**config.mk**
```make
export PLATFORM = sky130hd
export DESIGN_NAME = change_dispenser
export DESIGN_NICKNAME = d
export VERILOG_FILES = /design/src/rtl/candy_pkg.sv /design/src/rtl/coin_select.sv /design/src/rtl/change_dispenser.sv
export SDC_FILE = /design/constraint.sdc
export NUM_CORES = 1
export LEC_CHECK = 0
export ABC_CLOCK_PERIOD_IN_PS = 5350
export BUFFER_PORTS_ARGS = -buffer_cell sky130_fd_sc_hd__clkbuf_2
export CAP_MARGIN = 10
export CORE_MARGIN = 2
export CORE_UTILIZATION = 35
export CTS_CLUSTER_DIAMETER = 50
export DETAILED_ROUTE_END_ITERATION = 10
export GPL_TIMING_DRIVEN = 0
export PLACE_DENSITY = 0.67
export SYNTH_ARGS = -nofsm -noshare
export SYNTH_HDL_FRONTEND = slang
export SYNTH_HIERARCHICAL = 1
export SYNTH_SLANG_ARGS = --single-unit
export TNS_END_PERCENT = 100
```
**constraint.sdc**
```tcl
create_clock -name clk -period 5.35 [get_ports clk]
set_clock_uncertainty 0.15 [all_clocks]
set_input_delay 0.535 -clock clk [delete_from_list [all_inputs] [get_ports clk]]
set_output_delay 0.535 -clock clk [all_outputs]
set_load 0.02 [all_outputs]
```
**src/rtl/candy_pkg.sv**
```systemverilog
// Shared definitions for the candy machine coin path.
// Holds the coin encoding, coin values and the change dispenser state set.
// The coin-acceptor side imports the same coin encoding and values.
package candy_pkg;

    // Coin encoding as seen on the ejector interface.
    typedef enum logic [1:0] {
        COIN_NONE    = 2'b00,
        COIN_NICKEL  = 2'b01,
        COIN_DIME    = 2'b10,
        COIN_QUARTER = 2'b11
    } coin_t;

    // Coin values in cents.
    localparam logic [4:0] NICKEL_VALUE  = 5'd5;
    localparam logic [4:0] DIME_VALUE    = 5'd10;
    localparam logic [4:0] QUARTER_VALUE = 5'd25;

    // Change dispenser state set.
    typedef enum logic [2:0] {
        ST_IDLE     = 3'd0,
        ST_SELECT   = 3'd1,
        ST_DISPENSE = 3'd2,
        ST_DONE     = 3'd3,
        ST_FAULT    = 3'd4
    } state_t;

    // Value in cents of a coin code; COIN_NONE is worth nothing.
    function automatic logic [4:0] coin_value(input coin_t coin);
        case (coin)
            COIN_NICKEL:  coin_value = NICKEL_VALUE;
            COIN_DIME:    coin_value = DIME_VALUE;
            COIN_QUARTER: coin_value = QUARTER_VALUE;
            default:      coin_value = 5'd0;
        endcase
    endfunction

endpackage

```
**src/rtl/coin_select.sv**
```systemverilog
// Greedy coin picker (purely combinational).
// Ports:
//   rem        - cents still owed
//   inv_q/d/n  - coins available of each kind
//   pick_valid - a coin can be paid toward rem
//   pick_type  - the largest coin that fits and is in stock
module coin_select
    import candy_pkg::*;
#(
    parameter int AMT_W = 8,
    parameter int INV_W = 6
) (
    input  logic [AMT_W-1:0] rem,
    input  logic [INV_W-1:0] inv_q,
    input  logic [INV_W-1:0] inv_d,
    input  logic [INV_W-1:0] inv_n,
    output logic             pick_valid,
    output coin_t            pick_type
);

    // Largest coin first; a coin is only eligible when it fits and is stocked.
    always_comb begin
        pick_valid = 1'b0;
        pick_type  = COIN_NONE;
        if ((rem >= AMT_W'(QUARTER_VALUE)) && (inv_q != '0)) begin
            pick_valid = 1'b1;
            pick_type  = COIN_QUARTER;
        end else if ((rem >= AMT_W'(DIME_VALUE)) && (inv_d != '0)) begin
            pick_valid = 1'b1;
            pick_type  = COIN_DIME;
        end else if ((rem >= AMT_W'(NICKEL_VALUE)) && (inv_n != '0)) begin
            pick_valid = 1'b1;
            pick_type  = COIN_NICKEL;
        end else begin
            pick_valid = 1'b0;
            pick_type  = COIN_NONE;
        end
    end

endmodule

```
**src/rtl/change_dispenser.sv**
```systemverilog
// Change dispenser: pays a requested amount with quarters, dimes and nickels
// from a restockable inventory, one coin per ejector handshake.
// Ports:
//   clk, rst                 - clock, async active-high reset
//   req_valid/req_amount     - change request (accepted when req_ready)
//   req_ready                - high only while idle
//   coin_valid/coin_type     - coin offered to the ejector, held until coin_ready
//   coin_ready               - ejector takes the offered coin
//   done/fault               - one-cycle completion / failure pulse
//   shortfall                - unpaid cents, valid with done/fault
//   load, load_q/d/n         - restock (absolute counts), honoured only when idle
//   inv_q/d/n                - current inventory
module change_dispenser
    import candy_pkg::*;
#(
    parameter int AMT_W = 8,
    parameter int INV_W = 6
) (
    input  logic             clk,
    input  logic             rst,
    input  logic             req_valid,
    input  logic [AMT_W-1:0] req_amount,
    output logic             req_ready,
    output logic             coin_valid,
    output logic [1:0]       coin_type,
    input  logic             coin_ready,
    output logic             done,
    output logic             fault,
    output logic [AMT_W-1:0] shortfall,
    input  logic             load,
    input  logic [INV_W-1:0] load_q,
    input  logic [INV_W-1:0] load_d,
    input  logic [INV_W-1:0] load_n,
    output logic [INV_W-1:0] inv_q,
    output logic [INV_W-1:0] inv_d,
    output logic [INV_W-1:0] inv_n
);

    state_t           state_r;
    logic [AMT_W-1:0] rem_r;
    logic [AMT_W-1:0] shortfall_r;
    logic [INV_W-1:0] inv_q_r;
    logic [INV_W-1:0] inv_d_r;
    logic [INV_W-1:0] inv_n_r;
    logic             coin_valid_r;
    coin_t            coin_type_r;
    logic             done_r;
    logic             fault_r;
    logic             req_ready_r;

    logic             pick_valid_s;
    coin_t            pick_type_s;
    logic             misaligned_s;

    coin_select #(
        .AMT_W (AMT_W),
        .INV_W (INV_W)
    ) u_coin_select (
        .rem        (rem_r),
        .inv_q      (inv_q_r),
        .inv_d      (inv_d_r),
        .inv_n      (inv_n_r),
        .pick_valid (pick_valid_s),
        .pick_type  (pick_type_s)
    );

    // rem stays congruent mod 5 while paying, so this only fires for bad requests.
    assign misaligned_s = (rem_r % AMT_W'(NICKEL_VALUE)) != '0;

    // Request sequencing, inventory bookkeeping and all registered outputs.
    always_ff @(posedge clk or posedge rst) begin
        if (rst) begin
            state_r      <= ST_IDLE;
            rem_r        <= '0;
            shortfall_r  <= '0;
            inv_q_r      <= '0;
            inv_d_r      <= '0;
            inv_n_r      <= '0;
            coin_valid_r <= 1'b0;
            coin_type_r  <= COIN_NONE;
            done_r       <= 1'b0;
            fault_r      <= 1'b0;
            req_ready_r  <= 1'b1;
        end else begin
            done_r  <= 1'b0;
            fault_r <= 1'b0;
            case (state_r)
                ST_IDLE: begin
                    // Restock lands at the same edge as an acceptance, so SELECT sees it.
                    if (load) begin
                        inv_q_r <= load_q;
                        inv_d_r <= load_d;
                        inv_n_r <= load_n;
                    end
                    if (req_valid && req_ready_r) begin
                        rem_r       <= req_amount;
                        shortfall_r <= '0;
                        req_ready_r <= 1'b0;
                        state_r     <= ST_SELECT;
                    end
                end
                ST_SELECT: begin
                    if (misaligned_s) begin
                        fault_r     <= 1'b1;
                        shortfall_r <= rem_r;
                        state_r     <= ST_FAULT;
                    end else if (pick_valid_s) begin
                        coin_valid_r <= 1'b1;
                        coin_type_r  <= pick_type_s;
                        state_r      <= ST_DISPENSE;
                    end else if (rem_r == '0) begin
                        done_r      <= 1'b1;
                        shortfall_r <= rem_r;
                        state_r     <= ST_DONE;
                    end else begin
                        fault_r     <= 1'b1;
                        shortfall_r <= rem_r;
                        state_r     <= ST_FAULT;
                    end
                end
                ST_DISPENSE: begin
                    if (coin_ready) begin
                        rem_r <= rem_r - AMT_W'(coin_value(coin_type_r));
                        case (coin_type_r)
                            COIN_QUARTER: inv_q_r <= inv_q_r - INV_W'(1'b1);
                            COIN_DIME:    inv_d_r <= inv_d_r - INV_W'(1'b1);
                            COIN_NICKEL:  inv_n_r <= inv_n_r - INV_W'(1'b1);
                            default:      inv_n_r <= inv_n_r;
                        endcase
                        coin_valid_r <= 1'b0;
                        coin_type_r  <= COIN_NONE;
                        state_r      <= ST_SELECT;
                    end
                end
                ST_DONE, ST_FAULT: begin
                    req_ready_r <= 1'b1;
                    state_r     <= ST_IDLE;
                end
                default: begin
                    coin_valid_r <= 1'b0;
                    coin_type_r  <= COIN_NONE;
                    req_ready_r  <= 1'b1;
                    state_r      <= ST_IDLE;
                end
            endcase
        end
    end

    assign req_ready  = req_ready_r;
    assign coin_valid = coin_valid_r;
    assign coin_type  = coin_type_r;
    assign done       = done_r;
    assign fault      = fault_r;
    assign shortfall  = shortfall_r;
    assign inv_q      = inv_q_r;
    assign inv_d      = inv_d_r;
    assign inv_n      = inv_n_r;

endmodule

```
==> flow_summary.yaml <==
sta:
  relSlewSlack_pct: 57.18
  fmax_mhz: 193.4
  finalCritPeriodShare_pct: 96.67
  fin_setup_tns_ns: 0
  finalSetupViolations: 0
  worstMarginPinSlew_ns: 0.6261
  slew_violations: 0
  fin_crit_ns: 5.172
  hold_viol_final: 0
  rsz0062_at_grt: "false"
place:
  dp_hpwl_mm: 6.938
  io_buffers: 62
  gp_congestion: 0.8846
  dpl_cell_area_mm2: 0.003755
setup_path:
  cpLargestDelayFamily: "compound AO/OA/AOI/OAI gates"
  crit_slowest_cell: "a2111o_2"
  path_max_fanout: 10
  cp_common_cell: "ha_1"
  worstPathArrival_ns: 5.21
  cp_cell_sequence: "buf_6 > clkinvlp_4 > ha_1 > clkbuf_2 > nand2b_1 > a311oi_1 > a2111oi_0 > nor3_1 > a21oi_1 > o31ai_2 > ha_1 > inv_1 > maj3_1 > o211a_2 > and3_1 > o311ai_4 > nor4b_4 > buf_4 > a2111o_2 > a22o_1"
  critical_path_class: "flip-flop to flip-flop"
  end_kind: "flip-flop"
  worstPathBufferInverterCount: 5
  start_kind: "flip-flop"
  critPathRequiredTime_ns: 5.39
  cpPeakStageDelay_ns: 0.51
synth:
  syn_inst: 406
  synth_fp_nets: 451
  syn-mean-instance-area_um2: 8.093
  ys_seq_area_share_pct: 32.79
  ys_warn_count: 6
  synth_cell_type_count: 65
  synth_edf_count: 0
  syn_area_mm2: 0.003286
  ys_async_sr_fraction_pct: 100.0
  yosysTopAreaCell: "dfrtp_1"
  synth_seq_cells: 43
  netlist_top_cells_area: "dfrtp_1 32%, o21ai_0 7.3%, a21oi_1 6.1%"
  ys.flop_type: "dfrtp_1"
  synth_top_area_share_pct: 31.99
die:
  die_y_um: 100.9
  std_cell_rows: 35
  io-pin-count: 63
  fp.coreArea_mm2: 0.009153
  initial_core_util_pct: 35.90
  die-area_mm2: 0.01018
  die_w_um: 100.9
global_route:
  grt_pass1_vias: 3266
  grt_use_total_pct: 19.13
  overflow: 0
  antenna_found_initial: 0
  grt_pass1_wl_mm: 15.80
  grt_max_degree: 43
drt:
  vias: 3398
  drt-wirelength-per-cell_um: 16.24
  postRouteAntennaNets: 0
  wl_met2_mm: 4.839
  routed.top_layer: "met4"
  wl_met3_um: 470
  m1WireLength_mm: 4.306
  drcViolationCount: 0
  viasPerCell: 5.701
  drt_iter0_markers: 205
  routed_wl_mm: 9.677
  dr.pass1.iters: 4
power:
  ir_worst_vdd_uv: 332.5
  power_density_mw_per_mm2: 728.4
  p_leak_nw: 1.785
clock_tree:
  cts_sinks: 43
  path_clk_slew_ns: 0.08
  cts_root_buf: "clkbuf_8"
  cts_made_buffers: 5
  cts_max_level: 2
  clock_latency_ns: 0.30
  cts_buffer_depth: 2
  cts_tree: "yes"
  cts_hold_buf: 0
cells_and_area:
  n_fill_cell: 917
  diodes: 0
  layout_commonest_cell: "clkbuf_2"
  final_cell_mix: "63 x clkbuf_2, 48 x o21ai_0, 41 x dfrtp_1"
  fin_util_pct: 43.47
  nets: 529
  drive_gt1_share_pct: 23.51
  syn2layout_area_growth_pct: 21.10
  fin_area_mm2: 0.003979
hold_path:
  hold_class: "input pin to async pin"
outcome:
  status: "finished, final reports clean"
flow_run:
  maxCapViolCount: 0
cell type report:
cell class	instances	area (um2)	share of cell area, %
clock inverter	2	35.03	0.8805
multi-input combinational	318	2049	51.51
sequential	43	1079	27.11
clock buffer	6	82.58	2.075
timing repair buffer	71	390.4	9.811
inverter	21	82.58	2.075
tap	111	138.9	3.491
buffer	24	121.4	3.050
per-stage QoR:
step	cells	hold slack (ns)	worst slack (ns)	power, mW
3_3_place_gp	579	0.3365	-0.3252	2.368
3_5_place_dp	580	0.3404	-0.4230	2.422
4_1_cts	591	0.07063	0.09789	2.770
2_1_floorplan	406	0.3555	0.4250	1.975
6_report	596	0.07997	0.1780	2.898
5_1_grt	596	0.07263	0.01019	3.124
logic make-up after synthesis:
kind of cell	share of synthesized area (%)
adder cells (fa/ha/maj)	6.169
multiplexers	0.4568
AND/OR/NAND/NOR	24.68
XOR/XNOR	0.5332
buffers and inverters	5.940
AO/OA/AOI/OAI	29.44
flip-flops	32.79
cell usage after synthesis, drive strengths merged (6+ instances only):
| master | instances |
|---|---|
| a21oi | 40 |
| a22o | 13 |
| buf | 9 |
| clkbuf | 15 |
| dfrtp | 42 |
| ha | 13 |
| inv | 21 |
| nand2 | 32 |
| nand2b | 6 |
| nor2 | 35 |
| nor3 | 18 |
| nor3b | 7 |
| o21ai | 48 |
| o22ai | 6 |
| or2 | 6 |
| or3 | 11 |
timing repair:
item	in CTS	in global routing
pin swaps	3	3
cloned	0	0
gates resized for setup	3	8
setup buffers	3	5
setup endpoints to repair	14	12
worst paths after layout:
| check | slack (ns) | start | endpoint | cells after the start |
|---|---|---|---|---|
| min in group clk | 0.30 | load_n[0] | inv_n[0] | 3 |
| min reg2reg | 0.35 | shortfall[1] | shortfall[1] | 1 |
| max | 0.18 | rem_r[6] | shortfall[2] | 20 |
| min | 0.08 | rst | req_ready | 2 |
| max in group asynchronous | 4.71 | rst | rem_r[5] | 3 |
| max reg2reg | 0.18 | rem_r[6] | shortfall[2] | 20 |
layer usage:
metal  track usage, %  vias up
met5                0        -
met4            4.262        0
met3            2.150        5
met2            33.38      104
met1            25.47     1642
li1                 -     1647
registers in the layout, indices dropped and copies added (netlist names):
signal	count
shortfall	8
inv_q	6
req_ready	1
coin_valid	1
state_r	3
fault	1
rem_r	8
coin_type	2
inv_n	6
inv_d	6
done	1
power by group:
part           internal [mW]  total, mW  switching (mW)
Combinational          0.850       1.97            1.12
Sequential             0.466      0.660           0.194
Clock                  0.151      0.270           0.119
worst register-to-register path: cells and delay by family, from the launching register on:
kind	cells	cell delay, ns
buf+inv	5	0.71
simple gates	4	0.77
flops	1	0.37
fa+ha+maj	3	0.84
compound gates	8	2.23
Power figures use the tool's default switching activity.
